$ cat src/rtl/seven_seg_driver.sv
// Four-digit multiplexed seven-segment driver with shadow/active digit registers.
// Host writes land in shadow; a commit copies all four digits to active at the next frame boundary.
module seven_seg_driver #(
    parameter int SCAN_DIV = 100000,
    parameter int CNT_W    = $clog2(SCAN_DIV)
) (
    input  logic       clock,
    input  logic       reset,
    input  logic       wr_en,
    input  logic [1:0] wr_addr,
    input  logic [3:0] wr_data,
    input  logic       wr_dp,
    input  logic       wr_blank,
    input  logic       commit,
    output logic       pending,
    output logic       frame_tick,
    output logic [3:0] anode,
    output logic [6:0] cathode,
    output logic       dp
);

    typedef struct packed {
        logic [3:0] val;
        logic       dp;
        logic       blank;
    } digit_t;

    localparam digit_t          RST_DIGIT = '{val: 4'h0, dp: 1'b0, blank: 1'b1};
    localparam logic [CNT_W-1:0] TC       = CNT_W'(SCAN_DIV - 1);

    digit_t [3:0]     shadow_q;
    digit_t [3:0]     active_q;
    logic [CNT_W-1:0] presc;
    logic [1:0]       idx;
    logic             tc;
    logic             boundary;
    digit_t           cur;

    assign tc       = (presc == TC);
    assign boundary = tc && (idx == 2'd3);
    assign cur      = active_q[idx];

    // Active-low segment pattern, bit order {g,f,e,d,c,b,a}.
    function automatic logic [6:0] hex_seg(input logic [3:0] v);
        case (v)
            4'h0:    hex_seg = 7'b1000000;
            4'h1:    hex_seg = 7'b1111001;
            4'h2:    hex_seg = 7'b0100100;
            4'h3:    hex_seg = 7'b0110000;
            4'h4:    hex_seg = 7'b0011001;
            4'h5:    hex_seg = 7'b0010010;
            4'h6:    hex_seg = 7'b0000010;
            4'h7:    hex_seg = 7'b1111000;
            4'h8:    hex_seg = 7'b0000000;
            4'h9:    hex_seg = 7'b0010000;
            4'hA:    hex_seg = 7'b0001000;
            4'hB:    hex_seg = 7'b0000011;
            4'hC:    hex_seg = 7'b1000110;
            4'hD:    hex_seg = 7'b0100001;
            4'hE:    hex_seg = 7'b0000110;
            default: hex_seg = 7'b0001110;
        endcase
    endfunction

    always_ff @(posedge clock) begin
        if (!reset) begin
            presc      <= '0;
            idx        <= '0;
            pending    <= 1'b0;
            frame_tick <= 1'b0;
            anode      <= 4'b1111;
            cathode    <= 7'b1111111;
            dp         <= 1'b1;
            for (int i = 0; i < 4; i++) begin
                shadow_q[i] <= RST_DIGIT;
                active_q[i] <= RST_DIGIT;
            end
        end else begin
            presc      <= tc ? '0 : presc + CNT_W'(1);
            if (tc) idx <= idx + 2'd1;
            frame_tick <= boundary;

            anode   <= ~(4'b0001 << idx);
            cathode <= cur.blank ? 7'b1111111 : hex_seg(cur.val);
            dp      <= cur.blank | ~cur.dp;

            // A commit arriving with the transfer re-arms for the next frame.
            if (boundary && pending) begin
                active_q <= shadow_q;
                pending  <= commit;
            end else if (commit) begin
                pending <= 1'b1;
            end

            if (wr_en) shadow_q[wr_addr] <= '{val: wr_data, dp: wr_dp, blank: wr_blank};
        end
    end

endmodule

$ cat config.mk
export PLATFORM = sky130hd
export DESIGN_NAME = seven_seg_driver
export DESIGN_NICKNAME = d
export VERILOG_FILES = /design/src/rtl/seven_seg_driver.sv
export SDC_FILE = /design/constraint.sdc
export NUM_CORES = 1
export LEC_CHECK = 0
export BUFFER_PORTS_ARGS = -buffer_cell sky130_fd_sc_hd__buf_2
export CORE_UTILIZATION = 50
export CTS_CLUSTER_DIAMETER = 60
export CTS_CLUSTER_SIZE = 24
export DETAILED_ROUTE_END_ITERATION = 8
export PLACE_DENSITY = 0.68
export SLEW_MARGIN = 10
export SYNTH_ARGS = -nofsm -noshare
export SYNTH_HDL_FRONTEND = slang
export SYNTH_SLANG_ARGS = --single-unit
$ cat constraint.sdc
create_clock -name clock -period 2.3 [get_ports clock]
set_input_delay 0.345 -clock clock [delete_from_list [all_inputs] [get_ports clock]]
set_output_delay 0.345 -clock clock [all_outputs]
set_load 0.02 [all_outputs]
-- After elaboration in Yosys (flattened, before gate mapping)
Memory sizes are Yosys's and may differ from the RTL's. A register that Yosys moved wholly into a read port is not among the register bits.
Index checks and enable logic that the tools add are counted.
- flip-flop bits (word level): 74
- memories: 1
- output and inout bits: 14
- word-level logic and storage cells: 56
- memory bits (read-only): 112
- memories (memory ; depth ; width ; rd ports ; clocked after memory_dff ; write ports ; line ; RTL):
    (name not given) ; 16 ; 7 ; 1 ; 1 ; 0 ; 45 ; case (v)
- shifts and indexed selects: 1
- equality and inequality tests: 2
- bitwise logic cells: 4
- reduce and logical (&&, ||, !) cells: 6
- mux-type cells: 7
- order comparisons: 3
- add/subtract/negate cells: 2
- operators with widths (kind ; number):
    $bwmux W24 ; 1
    $add A17 B1 Y17 const B ; 1
    $eq A17 B17 Y1 const B ; 1
    $bmux W6 S2 ; 1
    $demux W6 S2 ; 1
    $mux W6 ; 2
    $lt A2 B3 Y1 const B ; 2
    $not A4 Y4 ; 1
    $reduce_or A2 Y1 ; 2
    $shl A1 B2 Y4 const A ; 1
    $logic_and A1 B1 Y1 ; 3
    $add A2 B1 Y2 const B ; 1
    $eq A2 B2 Y1 const B ; 1
    $ge A2 B1 Y1 const B ; 1
    $mux W1 ; 2
    $not A1 Y1 ; 2
    $reduce_bool A2 Y1 ; 1
    $or A1 B1 Y1 ; 1

-- Depth between registers and ports, before layout
Gate-level depths: netlist of run 1.
- word-level depth: 5
- gate-level depth with buffers: 7

-- Worst setup path before layout of run 1
OpenSTA, ideal clock, no wires.
- path type: register to register
- from: register idx[0]
- to: register cathode[0]
- arrival: 1.861 ns
- slack: 0.321 ns
- required time: 2.182 ns
- cell stages (with the launch flop): 7
- buffers on the path: 1
- setup time: 0.118 ns
- cells stage by stage: dfxtp_1 -> buf_6 -> mux4_1 -> ha_1 -> or3b_1 -> o221ai_1 -> nand2_1
- longest elaborated chain between the ends: 3
- ends and longest elaborated chain (what ; line ; RTL):
    from (decl) ; 34 ; logic [1:0] idx;
    from (signal assigned) ; 80 ; if (tc) idx <= idx + 2'd1;
    $bmux W6 S2 (*) ; 41 ; assign cur = active_q[idx];
    $mux W6 (implied by the code) (*) ; 41 ;
    $reduce_or A2 Y1 (no line) ; -- ;
    to (decl) ; 18 ; output logic [6:0] cathode,
Every way passes the cells marked *; elsewhere a longest branch is shown, timed or not. The select of a mux whose other input is x is not followed.
A chain may end at the register's enable or synchronous reset.

-- Worst setup path after layout of run 1
Same ends and word-level chain as after synthesis.

==> results of run 1 <==
layer usage:
metal / vias to the layer above / GRT usage (%)
met5: - / 0
met4: 0 / 5.00
met3: 5 / 5.62
met2: 37 / 27.5
met1: 1120 / 26.4
li1: 1303 / -
synth_stat cells (2+ instances only):
| cell type | number |
|---|---|
| xnor2_1 | 6 |
| nor2b_1 | 21 |
| nor2_1 | 11 |
| inv_1 | 10 |
| buf_6 | 4 |
| buf_2 | 3 |
| nand4_1 | 7 |
| a21boi_1 | 2 |
| or3_1 | 3 |
| a21boi_0 | 20 |
| nand4b_1 | 2 |
| nor3_1 | 3 |
| dfxtp_1 | 81 |
| clkbuf_1 | 14 |
| and3_1 | 5 |
| and4_1 | 2 |
| and2_1 | 5 |
| mux4_1 | 4 |
| mux2i_1 | 26 |
| nand2_1 | 20 |
| nand3_1 | 31 |
| xor2_1 | 7 |
| a21oi_1 | 7 |
| mux4_2 | 2 |
| ha_1 | 11 |
| o21ai_0 | 27 |
| nand3b_1 | 2 |
| o221ai_1 | 5 |
power groups by stage:
stage / Sequential, W / Clock (W) / Combinational (W)
floorplan: 0.00147 / 0 / 0.0000630
global placement: 0.00147 / 0 / 0.0000932
detailed placement: 0.00147 / 0 / 0.0000949
CTS: 0.00143 / 0.00119 / 0.0000949
global route: 0.00144 / 0.00124 / 0.000105
finish: 0.00143 / 0.00115 / 0.0000943
how the worst max path moves through the flow:
stage,slack (ns),end,start
after floorplan,0.32,cathode[0],idx[0]
after global placement,0.40,cathode[0],idx[0]
after detailed placement,0.33,cathode[0],idx[0]
after CTS,0.33,cathode[0],idx[0]
after global routing,0.22,presc[8],presc[0]
final,0.32,cathode[0],idx[0]
worst register-to-register path, stage by stage (launching register included):
cell	delay, ns
dfxtp_1	0.38
mux4_1	0.68
ha_1	0.28
or3b_1	0.38
o221ai_1	0.08
nand2_1	0.07
per-stage QoR:
step	instances	util [%]	total power, W	hold WS, ns
floorplan	357	-	0.00153	0.413
global placement	463	54.7	0.00156	0.424
detailed placement	463	54.7	0.00156	0.433
CTS	479	58.1	0.00272	0.192
global route	479	58.1	0.00279	0.190
finish	479	58.1	0.00268	0.205
kinds of logic (layout without fill, tap and decap cells):
family / after synthesis / after routing
xor+xnor: 13 / 13
simple gates: 122 / 122
mux: 33 / 33
compound gates: 65 / 65
flops: 81 / 81
buf+inv: 32 / 58
fa+ha+maj: 11 / 11
registers in the layout, indices dropped and copies added (netlist names):
name,flops
shadow_q,24
anode,4
dp,1
frame_tick,1
pending,1
cathode,7
active_q,24
idx,2
presc,17
layout make-up:
| cell class | count | area share (%) |
|---|---|---|
| clock buffer | 9 | 3.12 |
| timing repair buffer | 32 | 4.48 |
| multi-input combinational | 244 | 45.0 |
| clock inverter | 7 | 2.59 |
| tap | 96 | 3.03 |
| inverter | 10 | 0.946 |
| sequential | 81 | 40.9 |
==> flow_summary_export.csv, run 1 <==
group,metric,value,unit
status,outcome,"complete, no violations",
clocking,cts_resized,0,
setup_path,r2r_end,"cathode[0]",
yosys,synth-edff-count,0,
hold_path,hp-class,"in -> reg",
drt,dr_wl_met2,2820,um
die,die_w,86.4,um
timing,worst_slack,0.322,ns
hold_path,hold_path_startpoint,"commit",
global_route,grt_antenna_before_repair,0,
yosys,synth_top_area_share,45.5,%
drt,drt_iter0_drc,93,
global_route,grt_pass1_vias,2257,
setup_path,cp_max_fo,6,
setup_path,rr_worst_depth,5,
layout,fin_area,0.00397,mm2
yosys,synth_compound_area_share,11.5,%
pwr,p_leak,1.49,nW
setup_path,max_stage_delay,0.68,ns
setup_path,critPathCaptureType,"register",
yosys,synth_area_leaders,"dfxtp_1 46%, mux2i_1 7.3%, nand3_1 4.4%",
die,start_util,52.1,%
setup_path,crit-reg2reg-launch,"idx[0]",
pwr,vdd_ir_drop_max,368,uV
setup_path,critPathLaunchType,"register",
die,ioPinCount,26,
clocking,numCtsBuffers,9,
timing,fin_crit_sh,86.0,%
clocking,ctsHtreeMaxLevel,3,
clocking,worstSkewPairLatency,0.35,ns
layout,fill_cells,626,
die,rows,30,
timing,setup_viol,0,
placed_design,globalplace.congestion,0.810,
yosys,synth_top_family_by_area,"simple AND/OR/NAND/NOR gates",
pwr,p_per_area,676,mW/mm2
setup_path,cp_top_family,"multiplexers",
placed_design,dpl_worst_slack,0.332,ns
placed_design,place_area,0.00374,mm2
layout,layout_commonest_cell,"dfxtp_1",
yosys,synthArstFlopShare,0,%
die,die_y,86.4,um
setup_path,critPathKind,"reg -> reg",
global_route,grt_max_degree,41,
clocking,path_clk_slew,0.08,ns
timing,tns,0,ns
yosys,synth_area_per_cell,9.98,um2
timing,slew_violations,0,
drt,drcViolationCount,0,
layout,antenna_cells,0,
yosys,ys_seq_area_share,45.5,%
yosys,synth_cell_types,44,
clocking,cts.sink_count,81,
layout,layout_common_cells,"81 x dfxtp_1, 31 x nand3_1, 27 x o21ai_0",
drt,ant_nets,0,
flow_run,drv_cap,0,
yosys,synth_xor_area_share,3.20,%
drt,firstDrtPassIters,5,
pwr,p_seq_share,53.5,%
layout,drive_gt1_share,14.6,%
setup_path,path_cells,"mux4_1 -> ha_1 -> or3b_1 -> o221ai_1 -> nand2_1",
hold_path,holdPathEnd,"pending",
yosys,yosys.area_share.simple,19.7,%
setup_path,cp.arrival,2.21,ns
layout,area.growth.synth_to_final,11.3,%
yosys,syn_nets,380,
drt,via_per_inst,5.15,
yosys,yosys.area.top_type,"dfxtp_1",
global_route,grt-ovfl-total,0,
global_route,grtUsageTotal,18.6,%
clocking,clk_path_buf_depth,2,
clocking,cts_tree,"done",
yosys,synth_mux_area_share,11.8,%
pwr,clock_power_share,42.9,%
drt,wl_per_cell,13.3,um
drt,wl_met1,3280,um
drt,num_vias,2465,
setup_path,cp.depth,5,
drt,wl_met3,196,um
yosys,syn_area,0.00356,mm2
clocking,clock-root-buffer,"clkbuf_8",
setup_path,r2r_slack,0.32,ns
die,coreArea,0.00683,mm2
yosys,yosysWarnings,0,
setup_path,worstPathRequired,2.54,ns
drt,top_layer,"met4",
global_route,grt_pass1_wl,10900,um
layout,multi_input_area,0.00178,mm2
timing,fin_crit,1.98,ns
layout,num-nets-final,401,
timing,max_freq,0.506,GHz
clocking,post_cts_buffers,0,
setup_path,slowest_stage,"mux4_1",
pwr,pwr-share-comb,3.5,%
yosys,netlist_instances,357,
timing,final_hold_viol_count,0,
yosys,synth_fa_ha_area_share,3.86,%
drt,wirelength,6370,um
timing,fin_skew,0.0117,ns
placed_design,dp_hpwl,4400,um
hold_path,whs_path_depth,2,
timing,relSlewSlack,55.9,%
pwr,swShare,22.0,%
setup_path,path_buf_inv,0,
placed_design,port_buffers,25,
yosys,ys_ff_latch,81,
yosys,synth_ff_type,"dfxtp_1",
pwr,p_int,0.00209,W
clocking,hold_buffers,0,
pwr,power.switching,0.000590,W
timing,rsz0062_at_grt,"false",
timing,tightest_slew,0.658,ns
die,die-area,0.00747,mm2
layout,seqCellArea,0.00162,mm2
Note: power is estimated with default switching activity, not from simulation.
==> inputs of run 2 (changes only) <==
Settings changed: SETUP_SLACK_MARGIN set to 0.4.
==> run 2 against run 1 <==
Non-clock buffer count grew 1. Sequential share of layout area grew 0.44 points. Critical path depth is the same. Sequential power is essentially flat. Via count grew 3.2%. Critical endpoint unchanged. Largest cell class unchanged. Largest power group unchanged.
==> flow_summary_export.csv, run 2 (same netlist as run 1, synthesis figures left out) <==
group,metric,value,unit
drt,wirelength,6600,um
layout,instances_no_fill,480,
clocking,path_clk_slew,0.08,ns
clocking,worstSkewPairLatency,0.35,ns
timing,final_hold_viol_count,0,
global_route,grt_max_degree,41,
setup_path,critPathCaptureType,"register",
drt,drcViolationCount,0,
layout,area.growth.synth_to_final,10.5,%
clocking,clock-root-buffer,"clkbuf_8",
die,die_w,86.4,um
timing,tns,0,ns
setup_path,critPathLaunchType,"register",
timing,slew_violations,0,
timing,fin_crit_sh,80.8,%
drt,ant_nets,0,
setup_path,r2r_slack,0.44,ns
die,die-area,0.00747,mm2
placed_design,dp.cells,462,
timing,rsz0062_at_grt,"true",
timing,fin_crit,1.86,ns
die,ioPinCount,26,
drt,via_per_inst,5.30,
drt,drt_iter0_drc,73,
timing,relSlewSlack,52.1,%
clocking,cts.sink_count,81,
layout,drive_gt1_share,16.7,%
pwr,p_per_area,628,mW/mm2
clocking,numCtsBuffers,9,
drt,wl_per_cell,13.7,um
global_route,grt_busiest_layer,"met2",
clocking,clk_path_buf_depth,2,
clocking,hold_buffers,0,
status,outcome,"complete, no violations",
layout,layout_commonest_cell,"dfxtp_1",
global_route,grt_pass1_wl,11000,um
timing,fin_skew,0.00974,ns
setup_path,critPathKind,"reg -> reg",
setup_path,worstPathRequired,2.53,ns
flow_run,drv_cap,0,
die,rows,30,
hold_path,hp-class,"in -> reg",
timing,setup_viol,0,
global_route,use_met2,27.6,%
die,die_y,86.4,um
layout,layout_common_cells,"79 x dfxtp_1, 31 x nand3_1, 27 x o21ai_0",
placed_design,globalplace.congestion,0.788,
layout,antenna_cells,0,
die,coreArea,0.00683,mm2
die,start_util,52.1,%
setup_path,cp_max_fo,5,
global_route,grt_use_met1,27.3,%
global_route,grtUsageTotal,18.9,%
global_route,grt-ovfl-total,0,
setup_path,cp.arrival,2.09,ns
timing,tightest_slew,0.715,ns
timing,max_freq,0.538,GHz
pwr,p_leak,1.46,nW
timing,hold_slack,0.203,ns
global_route,met3_usage,4.67,%
pwr,vdd_ir_drop_max,377,uV
global_route,grt_antenna_before_repair,0,
clocking,ctsHtreeMaxLevel,3,
drt,num_vias,2545,
clocking,cts_tree,"done",
pwr,p_total,0.00247,W
layout,reg.largest.list,"active_q (24), shadow_q (24), presc (17)",
layout,num-nets-final,402,
global_route,grt_pass1_vias,2251,
placed_design,port_buffers,25,
drt,firstDrtPassIters,4,
placed_design,dp_hpwl,4480,um
run 2: cell type report:
type	instances	area [um2]
Sequential cell	81	1630
Clock inverter	6	43.8
Tap cell	96	120
Inverter	10	37.5
Fill cell	643	2900
Clock buffer	10	138
Multi-Input combinational cell	244	1780
Timing Repair Buffer	33	189
run 2: stage by stage:
step	setup WS, ns	instance area (um2)	utilization [%]
6_report	0.441	3940	57.6
5_1_grt	0.399	3940	57.6
4_1_cts	0.408	3910	57.2
3_5_place_dp	0.335	3720	54.5
3_3_place_gp	0.417	3720	54.5
2_1_floorplan	0.410	3550	-
run 2: report_power, final:
part	internal (W)	switching [W]
Clock	0.000423	0.000522
Combinational	0.0000441	0.0000499
Sequential	0.00142	0.0000137
Total	0.00189	0.000586
run 2: final timing paths:
| path | endpoint | cells after the start | from |
|---|---|---|---|
| setup / recovery | cathode[0] | 5 | idx[0] |
| hold / removal | pending | 2 | commit |
| setup reg to reg | cathode[0] | 5 | idx[0] |
| hold reg to reg | presc[0] | 1 | presc[0] |
run 2: what timing repair did:
action                     in CTS  in global routing
gates cloned                    0                  0
setup endpoints to repair       2                 23
resized for setup               2                  5
setup buffers                   0                  2
run 2: critical path, stage by stage, from the launching register on:
cell      delay (ns)
dfxtp_4         0.38
mux4_2          0.57
ha_1            0.26
or3b_1          0.38
o221ai_1        0.08
nand2_1         0.08
run 2: per-layer routing:
layer	share of wire [%]	vias up
met2	44	32
met1	52	1200
met3	2.7	7
li1	-	1306
met5	0	-
met4	1.0	0
==> inputs of run 3 (changes only) <==
Settings changed: PLACE_DENSITY 0.68 to 0.71.
Clock period 2.3 ns to 1.7 ns, I/O delays scaled along.
==> run 3 against run 2 <==
Critical path type unchanged. Critical path depth stayed put. Clock skew is 0.0023 ns higher. Power is 44% higher. Core utilization is 19 points higher. The flow now finishes with violations (negative setup slack).
==> flow_summary_export.csv, run 3 (same netlist as run 1, synthesis figures left out) <==
group,metric,value,unit
status,outcome,"finished with violations",
status,failed_checks,"negative setup slack",
drt,wl_met3,571,um
layout,reg.largest.list,"active_q (24), shadow_q (24), presc (17)",
setup_path,critPathCaptureType,"register",
placed_design,dp.cells,477,
pwr,p_total,0.00356,W
timing,fin_skew,0.0120,ns
timing,max_freq,0.558,GHz
timing,fin_crit,1.79,ns
timing,relSlewSlack,63.9,%
timing,fin_crit_sh,105,%
drt,wl_per_cell,20.9,um
timing,slew_violations,0,
setup_path,crit_end,"cathode[0]",
die,die-area,0.00747,mm2
setup_path,cp_max_fo,5,
global_route,grt_pass1_wl,15000,um
global_route,grt_antenna_before_repair,0,
clocking,ctsHtreeMaxLevel,3,
clocking,hold_buffers,0,
setup_path,r2r_end,"cathode[0]",
timing,hold_slack,0.108,ns
drt,num_vias,3107,
die,coreArea,0.00683,mm2
drt,drt_iter0_drc,192,
clocking,clk_path_buf_depth,2,
layout,layout_common_cells,"69 x dfxtp_1, 27 x buf_4, 26 x mux2i_1",
die,die_w,86.4,um
global_route,grt_pass1_vias,2930,
layout,instances_no_fill,527,
drt,wl_met1,4560,um
clocking,numCtsBuffers,9,
layout,fill_cells,402,
global_route,grtUsageTotal,27.0,%
setup_path,critPathLaunchType,"register",
layout,area.growth.synth_to_final,46.0,%
pwr,vdd_ir_drop_max,605,uV
hold_path,hp-class,"in -> reg",
placed_design,dp_hpwl,4770,um
setup_path,rr_worst_depth,5,
drt,wirelength,11000,um
layout,fin_area,0.00520,mm2
clocking,cts_tree,"done",
clocking,worstSkewPairLatency,0.37,ns
drt,firstDrtPassIters,4,
die,start_util,52.1,%
die,die_y,86.4,um
setup_path,worstPathRequired,1.97,ns
setup_path,startpoint,"idx[0]",
die,rows,30,
layout,seqCellArea,0.00164,mm2
pwr,p_per_area,684,mW/mm2
layout,num-nets-final,449,
setup_path,crit-reg2reg-launch,"idx[0]",
die,ioPinCount,26,
setup_path,r2r_slack,-0.09,ns
timing,rsz0062_at_grt,"true",
layout,layout_commonest_cell,"dfxtp_1",
timing,tightest_slew,0.540,ns
global_route,grt-ovfl-total,0,
drt,ant_nets,0,
drt,top_layer,"met4",
timing,final_hold_viol_count,0,
placed_design,place_area,0.00391,mm2
setup_path,critPathKind,"reg -> reg",
layout,drive_gt1_share,49.4,%
placed_design,globalplace.congestion,0.803,
drt,drcViolationCount,0,
clocking,clock-root-buffer,"clkbuf_8",
placed_design,port_buffers,25,
flow_run,drv_cap,0,
drt,dr_wl_met2,5470,um
clocking,cts.sink_count,81,
layout,multi_input_area,0.00240,mm2
drt,via_per_inst,5.90,
timing,worst_slack,-0.0933,ns
timing,setup_viol,18,
layout,antenna_cells,0,
global_route,grt_max_degree,52,
pwr,p_leak,1.85,nW
clocking,path_clk_slew,0.10,ns
setup_path,cp.arrival,2.06,ns
run 3: cell count changes in the layout (fill, tap and decap cells not counted), sizes merged:
cell	delta
buf	+44
inv	+6
clkinv	-5
mux4	+1
nand2	+1
run 3: repair_timing:
item / in CTS / in global routing
gates cloned: 8 / 2
setup buffers: 17 / 7
pin swaps: 27 / 23
setup endpoints to repair: 50 / 51
resized for setup: 100 / 70
run 3: how the worst min path moves through the flow:
stage / depth (start not counted) / startpoint / endpoint
final: 2 / commit / pending
after floorplan: 1 / commit / pending
after CTS: 2 / commit / pending
after detailed placement: 1 / presc[0] / presc[0]
after global placement: 1 / presc[0] / presc[0]
after global routing: 2 / commit / pending
run 3: report_power, final:
group / switching [W] / total (W) / internal [W]
combinational: 0.0000906 / 0.000172 / 0.0000817
sequential: 0.0000274 / 0.00195 / 0.00192
clock: 0.000856 / 0.00143 / 0.000577
total: 0.000974 / 0.00356 / 0.00258
run 3: final cells by class:
type                            instances  share of cell area [%]
Inverter                               10                   0.722
Clock buffer                            9                    2.38
Timing Repair Buffer                   78                    15.6
Multi-Input combinational cell        246                    46.2
Sequential cell                        81                    31.6
Tap cell                               96                    2.31
Clock inverter                          7                    1.30
run 3: per-stage QoR:
stage	setup slack (ns)	util [%]	TNS, ns
floorplan	-0.0984	-	-0.199
global placement	-0.0393	57.3	-0.0407
detailed placement	-0.0708	57.3	-0.291
CTS	-0.0610	70.4	-0.211
global route	-0.173	76.1	-2.47
finish	-0.0933	76.1	-0.888
run 3: metal layers:
metal	GRT usage [%]	vias to the layer above
met2	44.6	147
met5	0	-
met4	13.5	0
met1	33.6	1515
li1	-	1410
met3	5.52	35
run 3: worst max-delay path, stage by stage, from the launching register on:
cell and delay (ns):
dfxtp_4 0.39, mux4_2 0.60, ha_4 0.21, or3b_1 0.35, o221ai_1 0.08, nand2_1 0.07
